--- src/rtl/fc_bus_pkg.sv ---
// Shared bus constants and the read-controller state type for the FC block.
// Latency: none; this package holds declarations only.
// Backpressure: not applicable.
package fc_bus_pkg;

    localparam int ADDR_W    = 28;
    localparam int BURST_MAX = 16;

    // User IDs carried on AR/AW and echoed on R/B so read and write traffic can share a bus.
    localparam logic [3:0] ARID = 4'b0101;
    localparam logic [3:0] AWID = 4'b0110;

    typedef enum logic [1:0] {
        RD_IDLE,
        RD_ADDR,
        RD_DATA,
        RD_DONE
    } rd_state_e;

endpackage

--- src/rtl/fc_rd_ctrl.sv ---
// Fetches batch_size*in_size words in 16-beat bursts and hands them to fully_connect as one vector.
// Latency: 2 + sum over bursts of (1 + beats) cycles from the start cycle through the done cycle, zero stalls.
// Backpressure: holds araddr/arlen until arready; beats with a foreign ID are drained without advancing.
module fc_rd_ctrl
    import fc_bus_pkg::*;
#(
    parameter int batch_size = 1,
    parameter int in_size    = 20
) (
    input  logic                                      clk,
    input  logic                                      rst_n,
    input  logic [ADDR_W-1:0]                         NcNrc_initAddr,
    input  logic                                      NcNrc_initAddrEn,
    input  logic                                      NcNrc_start,
    output logic                                      NrcNc_done,
    output logic                                      NrcBus_arvalid,
    input  logic                                      BusNrc_arready,
    output logic [ADDR_W-1:0]                         NrcBus_araddr,
    output logic [3:0]                                NrcBus_arlen,
    output logic [3:0]                                NrcBus_aruser_id,
    output logic                                      NrcBus_aruser_ap,
    input  logic                                      BusNrc_rvalid,
    output logic                                      NrcBus_rready,
    input  logic [31:0]                               BusNrc_rdata,
    input  logic [3:0]                                BusNrc_ruser_id,
    input  logic                                      BusNrc_ruser_last,
    output logic [batch_size-1:0][in_size-1:0][31:0]  NrcFc_data,
    output logic                                      NrcFc_data_en
);

    localparam int N          = batch_size * in_size;
    localparam int BURSTS     = (N + BURST_MAX - 1) / BURST_MAX;
    localparam int LAST_BEATS = N - BURST_MAX * (BURSTS - 1);
    localparam int BI_W       = $clog2(BURSTS) + 1;
    localparam int WI_W       = $clog2(N) + 1;
    localparam int IDX_W      = (N > 1) ? $clog2(N) : 1;

    localparam logic [3:0]      LEN_FULL   = 4'(BURST_MAX - 1);
    localparam logic [3:0]      LEN_LAST   = 4'(LAST_BEATS - 1);
    localparam logic [BI_W-1:0] BURST_LAST = BI_W'(BURSTS - 1);

    rd_state_e           state_q,   state_d;
    logic [ADDR_W-1:0]   base_q,    base_d;
    logic [ADDR_W-1:0]   araddr_q,  araddr_d;
    logic [3:0]          arlen_q,   arlen_d;
    logic [BI_W-1:0]     burst_q,   burst_d;
    logic [4:0]          beat_q,    beat_d;
    logic [WI_W-1:0]     word_q,    word_d;
    logic [N-1:0][31:0]  data_q,    data_d;
    logic                arvalid_q, arvalid_d;
    logic                rready_q,  rready_d;
    logic                done_q,    done_d;
    logic                beat_acc;

    // ruser_last is informational only: burst end is taken from our own beat count.
    logic unused_rlast;
    assign unused_rlast = BusNrc_ruser_last;

    // Next-state, address/length generation and beat capture.
    always_comb begin
        state_d  = state_q;
        base_d   = base_q;
        araddr_d = araddr_q;
        arlen_d  = arlen_q;
        burst_d  = burst_q;
        beat_d   = beat_q;
        word_d   = word_q;
        data_d   = data_q;
        beat_acc = 1'b0;

        // The base reloads in any state; the running fetch keeps the copy taken at start.
        if (NcNrc_initAddrEn) begin
            base_d = NcNrc_initAddr;
        end

        case (state_q)
            RD_IDLE: begin
                burst_d = '0;
                beat_d  = '0;
                word_d  = '0;
                if (NcNrc_start) begin
                    state_d  = RD_ADDR;
                    araddr_d = base_q;
                    arlen_d  = (BURSTS == 1) ? LEN_LAST : LEN_FULL;
                end
            end
            RD_ADDR: begin
                if (arvalid_q && BusNrc_arready) begin
                    state_d = RD_DATA;
                end
            end
            RD_DATA: begin
                beat_acc = BusNrc_rvalid && (BusNrc_ruser_id == ARID);
                if (beat_acc) begin
                    data_d[word_q[IDX_W-1:0]] = BusNrc_rdata;
                    word_d = word_q + WI_W'(1);
                    if (beat_q == {1'b0, arlen_q}) begin
                        beat_d = '0;
                        if (burst_q == BURST_LAST) begin
                            state_d = RD_DONE;
                        end else begin
                            state_d  = RD_ADDR;
                            burst_d  = burst_q + BI_W'(1);
                            araddr_d = araddr_q + ADDR_W'(BURST_MAX);
                            arlen_d  = (burst_q + BI_W'(1) == BURST_LAST) ? LEN_LAST : LEN_FULL;
                        end
                    end else begin
                        beat_d = beat_q + 5'd1;
                    end
                end
            end
            RD_DONE: begin
                state_d = RD_IDLE;
            end
            default: begin
                state_d = RD_IDLE;
            end
        endcase

        // Handshake outputs come straight from flops, decoded from the next state.
        arvalid_d = (state_d == RD_ADDR);
        rready_d  = (state_d == RD_DATA);
        done_d    = (state_d == RD_DONE);
    end

    // State and datapath registers; reset clears everything including the vector.
    always_ff @(posedge clk or negedge rst_n) begin
        if (!rst_n) begin
            state_q   <= RD_IDLE;
            base_q    <= '0;
            araddr_q  <= '0;
            arlen_q   <= '0;
            burst_q   <= '0;
            beat_q    <= '0;
            word_q    <= '0;
            data_q    <= '0;
            arvalid_q <= 1'b0;
            rready_q  <= 1'b0;
            done_q    <= 1'b0;
        end else begin
            state_q   <= state_d;
            base_q    <= base_d;
            araddr_q  <= araddr_d;
            arlen_q   <= arlen_d;
            burst_q   <= burst_d;
            beat_q    <= beat_d;
            word_q    <= word_d;
            data_q    <= data_d;
            arvalid_q <= arvalid_d;
            rready_q  <= rready_d;
            done_q    <= done_d;
        end
    end

    assign NrcBus_arvalid   = arvalid_q;
    assign NrcBus_aruser_ap = arvalid_q;
    assign NrcBus_araddr    = araddr_q;
    assign NrcBus_arlen     = arlen_q;
    assign NrcBus_aruser_id = ARID;
    assign NrcBus_rready    = rready_q;
    assign NrcNc_done       = done_q;
    assign NrcFc_data_en    = done_q;
    assign NrcFc_data       = data_q;

endmodule

--- config.mk ---
export PLATFORM = sky130hd
export DESIGN_NAME = fc_rd_ctrl
export DESIGN_NICKNAME = d
export VERILOG_FILES = /design/src/rtl/fc_bus_pkg.sv /design/src/rtl/fc_rd_ctrl.sv
export SDC_FILE = /design/constraint.sdc
export NUM_CORES = 1
export LEC_CHECK = 0
export CAP_MARGIN = 15
export CORE_AREA = 2 2 289 291
export DETAILED_ROUTE_END_ITERATION = 8
export DIE_AREA = 0 0 291 293
export GPL_TIMING_DRIVEN = 0
export SYNTH_ARGS = -nofsm -noshare
export SYNTH_HDL_FRONTEND = slang
export SYNTH_SLANG_ARGS = --single-unit
--- constraint.sdc ---
create_clock -name clk -period 1.9 [get_ports clk]
set_input_delay 0.38 -clock clk [delete_from_list [all_inputs] [get_ports clk]]
set_output_delay 0.38 -clock clk [all_outputs]
set_load 0.01 [all_outputs]
==> results.json <==
{
  "ctsHoldBuffers": 3,
  "finalSetupViolCount": 547,
  "p_int_uw": 27300,
  "antenna_found_initial": 1,
  "ys_types": 58,
  "routedWlPerCell_um": 27.7,
  "area_growth_pct": 59.7,
  "vias": 19477,
  "worst-setup-path-type": "in -> reg",
  "firstDrtPassIters": 5,
  "worstPathMaxFanout": 6,
  "die_area_um2": 85300,
  "ys_seq_area_share_pct": 63.4,
  "die_x_um": 291,
  "nNetsFinal": 2867,
  "drt_iter0_drc": 1039,
  "final-hold-violation-count": 241,
  "clock-root-buffer": "clkbuf_16",
  "path_cells": "clkdlybuf4s50_1 > and4bb_2 > and3b_1 > buf_8 > nand3_4 > nor2_4 > buf_12 > buf_12 > buf_12 > mux2_4",
  "ys_top_cells_by_area": "dfrtp_1 (63%), mux2_2 (25%), mux2_1 (1.8%)",
  "yosys_warnings": 0,
  "ctsLongestPathBuffers": 3,
  "io_pins": 752,
  "port-buffer-count": 713,
  "drv_slew": 0,
  "drive_gt1_share_pct": 41.3,
  "start_kind": "input pin",
  "h-tree-depth": 3,
  "cts_tree": "yes",
  "yosys_most_used_dff": "dfrtp_1",
  "dp_hpwl_um": 71800,
  "yosysTopAreaCell": "dfrtp_1",
  "finalWorstSetupSlack_ns": -0.142,
  "min_period_ns": 2.04,
  "status": "complete, but fails checks",
  "grt_setup_unrepaired": "yes",
  "p_total_uw": 37000,
  "grt.overflow.total": 0,
  "min_path_type": "in -> async",
  "worst_pin_slew_ns": 1.09,
  "leakage_uw": 0.0237,
  "dpl.cell_count": 3594,
  "synth.most_common_cell": "dfrtp_1",
  "power-per-cell-area_nw_per_um2": 821,
  "via_per_inst": 4.96,
  "die-height_um": 293,
  "grt_max_degree": 128,
  "synth_edf_count": 0,
  "fin_skew_ns": 0.0147,
  "p_switching_uw": 9740,
  "fmax_mhz": 490,
  "maxCapViolCount": 0,
  "path_clk_slew_ns": 0.06,
  "avgSynthCellArea_um2": 15.7,
  "grt_pass1_vias": 20834,
  "p_comb_share_pct": 12.9,
  "netlist_area_um2": 28200,
  "failed_checks": "negative hold slack, negative setup slack",
  "numCtsBuffers": 82,
  "synth-seq-cells": 715,
  "nFillCells": 6734,
  "syn_inst": 1802,
  "place_ws_ns": -1.06,
  "seqPwrFrac_pct": 44.5,
  "antennaDiodeCount": 0,
  "yosysTopAreaCellShare_pct": 63.4,
  "start_util_pct": 34.5,
  "cpMostUsedCell": "buf_12",
  "final-instance-count-excl-fill": 3923,
  "rows": 105,
  "drtAntennaViolNets": 0,
  "hold_ws_ns": -0.180,
  "cp-end-kind": "register",
  "fin_crit_sh_pct": 107,
  "synth-async-reset-ratio_pct": 100,
  "cts_sinks": 715,
  "slew_headroom_pct": 27.3,
  "clk_latency_ns": 0.62,
  "peakVddDrop_uv": 808,
  "synth_common_cells": "dfrtp_1 (715), mux2_2 (627), clkbuf_1 (79)",
  "grt_usage_pct": 25.1,
  "cp_slowest_cell": "clkdlybuf4s50_1",
  "required_ns": 2.40,
  "clkPwrFrac_pct": 42.6,
  "grt_pass1_wl_um": 157000,
  "max_stage_delay_ns": 0.45,
  "power.share.switching_pct": 26.3,
  "routed_wl_um": 109000,
  "coreArea_um2": 81800,
  "arrival_ns": 2.54,
  "routabilityCongestion": 0.869,
  "drcViolationCount": 0
}
==> registers in the layout, summed over array words and instances (netlist names) <==
signal and cells:
NrcBus_araddr 28, NrcBus_arlen 2, NrcBus_aruser_ap 1, NrcBus_rready 1, NrcFc_data 640, NrcFc_data_en 1
base_q 28, beat_q 5, burst_q 2, state_q 2, word_q 5
==> through the flow <==
stage	setup TNS, ns	utilization (%)	instance area [µm²]
global placement	-	46.0	37600
CTS	-30.70	55.1	45100
finish	-23.21	55.1	45100
global route	-45.46	55.1	45100
floorplan	-18.83	-	29100
detailed placement	-623.13	46.2	37800
==> power groups by stage <==
stage	clock, µW	combinational [µW]	sequential [µW]
after floorplan	0	1810	16700
final	15800	4780	16500
after detailed placement	0	4210	16700
after global routing	16800	5140	16500
after CTS	16100	4520	16400
after global placement	0	3990	16700
==> worst paths after layout <==
check                                                 from  cells past startpoint  slack, ns                          end
max in group asynchronous                            rst_n                      4       0.49         state_q[0]$_DFF_PN0_
worst max register to register        state_q[0]$_DFF_PN0_                      8      -0.10   NrcFc_data[48]$_DFFE_PN0P_
worst min-delay path                                 rst_n                      2      -0.18  NrcFc_data[583]$_DFFE_PN0P_
worst min register to register  NrcFc_data[43]$_DFFE_PN0P_                      1       0.49   NrcFc_data[43]$_DFFE_PN0P_
min in group clk                          BusNrc_rdata[28]                      2       0.34  NrcFc_data[220]$_DFFE_PN0P_
worst max-delay path                    BusNrc_ruser_id[0]                     10      -0.14   NrcFc_data[48]$_DFFE_PN0P_
==> critical path: cells and delay by family <==
kind,cells,cell delay (ns)
AND/OR/NAND/NOR,4,0.83
buffers and inverters,5,1.02
multiplexers,1,0.30
==> cell usage in the layout, fill, tap and decap left out, types with 4 or more instances in the layout <==
cell	synthesis	final
buf_6	33	41
buf_8	0	18
nor2_1	26	20
nor2_4	20	23
clkbuf_2	0	8
nand3_1	17	14
nand4_1	6	6
inv_1	11	11
nand3_4	4	4
clkbuf_16	0	89
a21oi_2	12	26
mux2i_1	4	4
a31oi_1	5	5
clkinv_2	0	13
clkbuf_8	0	28
dfrtp_2	0	15
o22a_1	5	5
nand2_1	30	29
a21oi_1	31	14
o22ai_1	11	10
conb_1	2	4
and2_1	4	4
buf_12	1	132
o21ai_0	14	13
clkinv_8	0	4
clkdlybuf4s50_1	0	34
mux2_2	627	41
ha_1	8	8
buf_4	39	41
clkbuf_1	79	88
a31o_2	4	4
mux2_4	0	630
dlygate4sd2_1	0	672
dfrtp_1	715	700
buf_16	0	30
==> area by class of cell <==
type                       instances  area, µm²  area share (%)
buffer                           142       1440            3.19
clock inverter                    18        139           0.308
tap                             1070       1340            2.97
multi-input combinational        922      11900            26.3
timing repair buffer             914       9760            21.7
clock buffer                     131       2580            5.72
sequential                       715      17900            39.7
inverter                          11       41.3          0.0916
==> cells by family after synthesis <==
kind of cell | after synthesis | share of synthesized area, %
other | 2 | 0.0266
adder cells (fa/ha/maj) | 8 | 0.355
AO/OA/AOI/OAI | 103 | 2.62
flip-flops | 715 | 63.4
XOR/XNOR | 1 | 0.0310
multiplexers | 676 | 27.0
buffers and inverters | 167 | 3.70
AND/OR/NAND/NOR | 130 | 2.90
==> layer usage <==
| layer | GRT usage, % | vias up | part of all wire [%] |
|---|---|---|---|
| met3 | 6.07 | 201 | 6.1 |
| met5 | 0 | - | 0 |
| li1 | - | 8304 | - |
| met2 | 43.4 | 721 | 50 |
| met1 | 29.8 | 10251 | 39 |
| met4 | 10.8 | 0 | 4.6 |
==> timing repair <==
item / 4_1_cts / 5_1_grt
pin swaps: 35 / 29
hold endpoints to repair: 34 / 241
cloned: 60 / 4
resized for setup: 1233 / 232
setup buffers: 150 / 20
setup endpoints to repair: 1351 / 671
No activity file was read; power rests on OpenSTA's default activity.
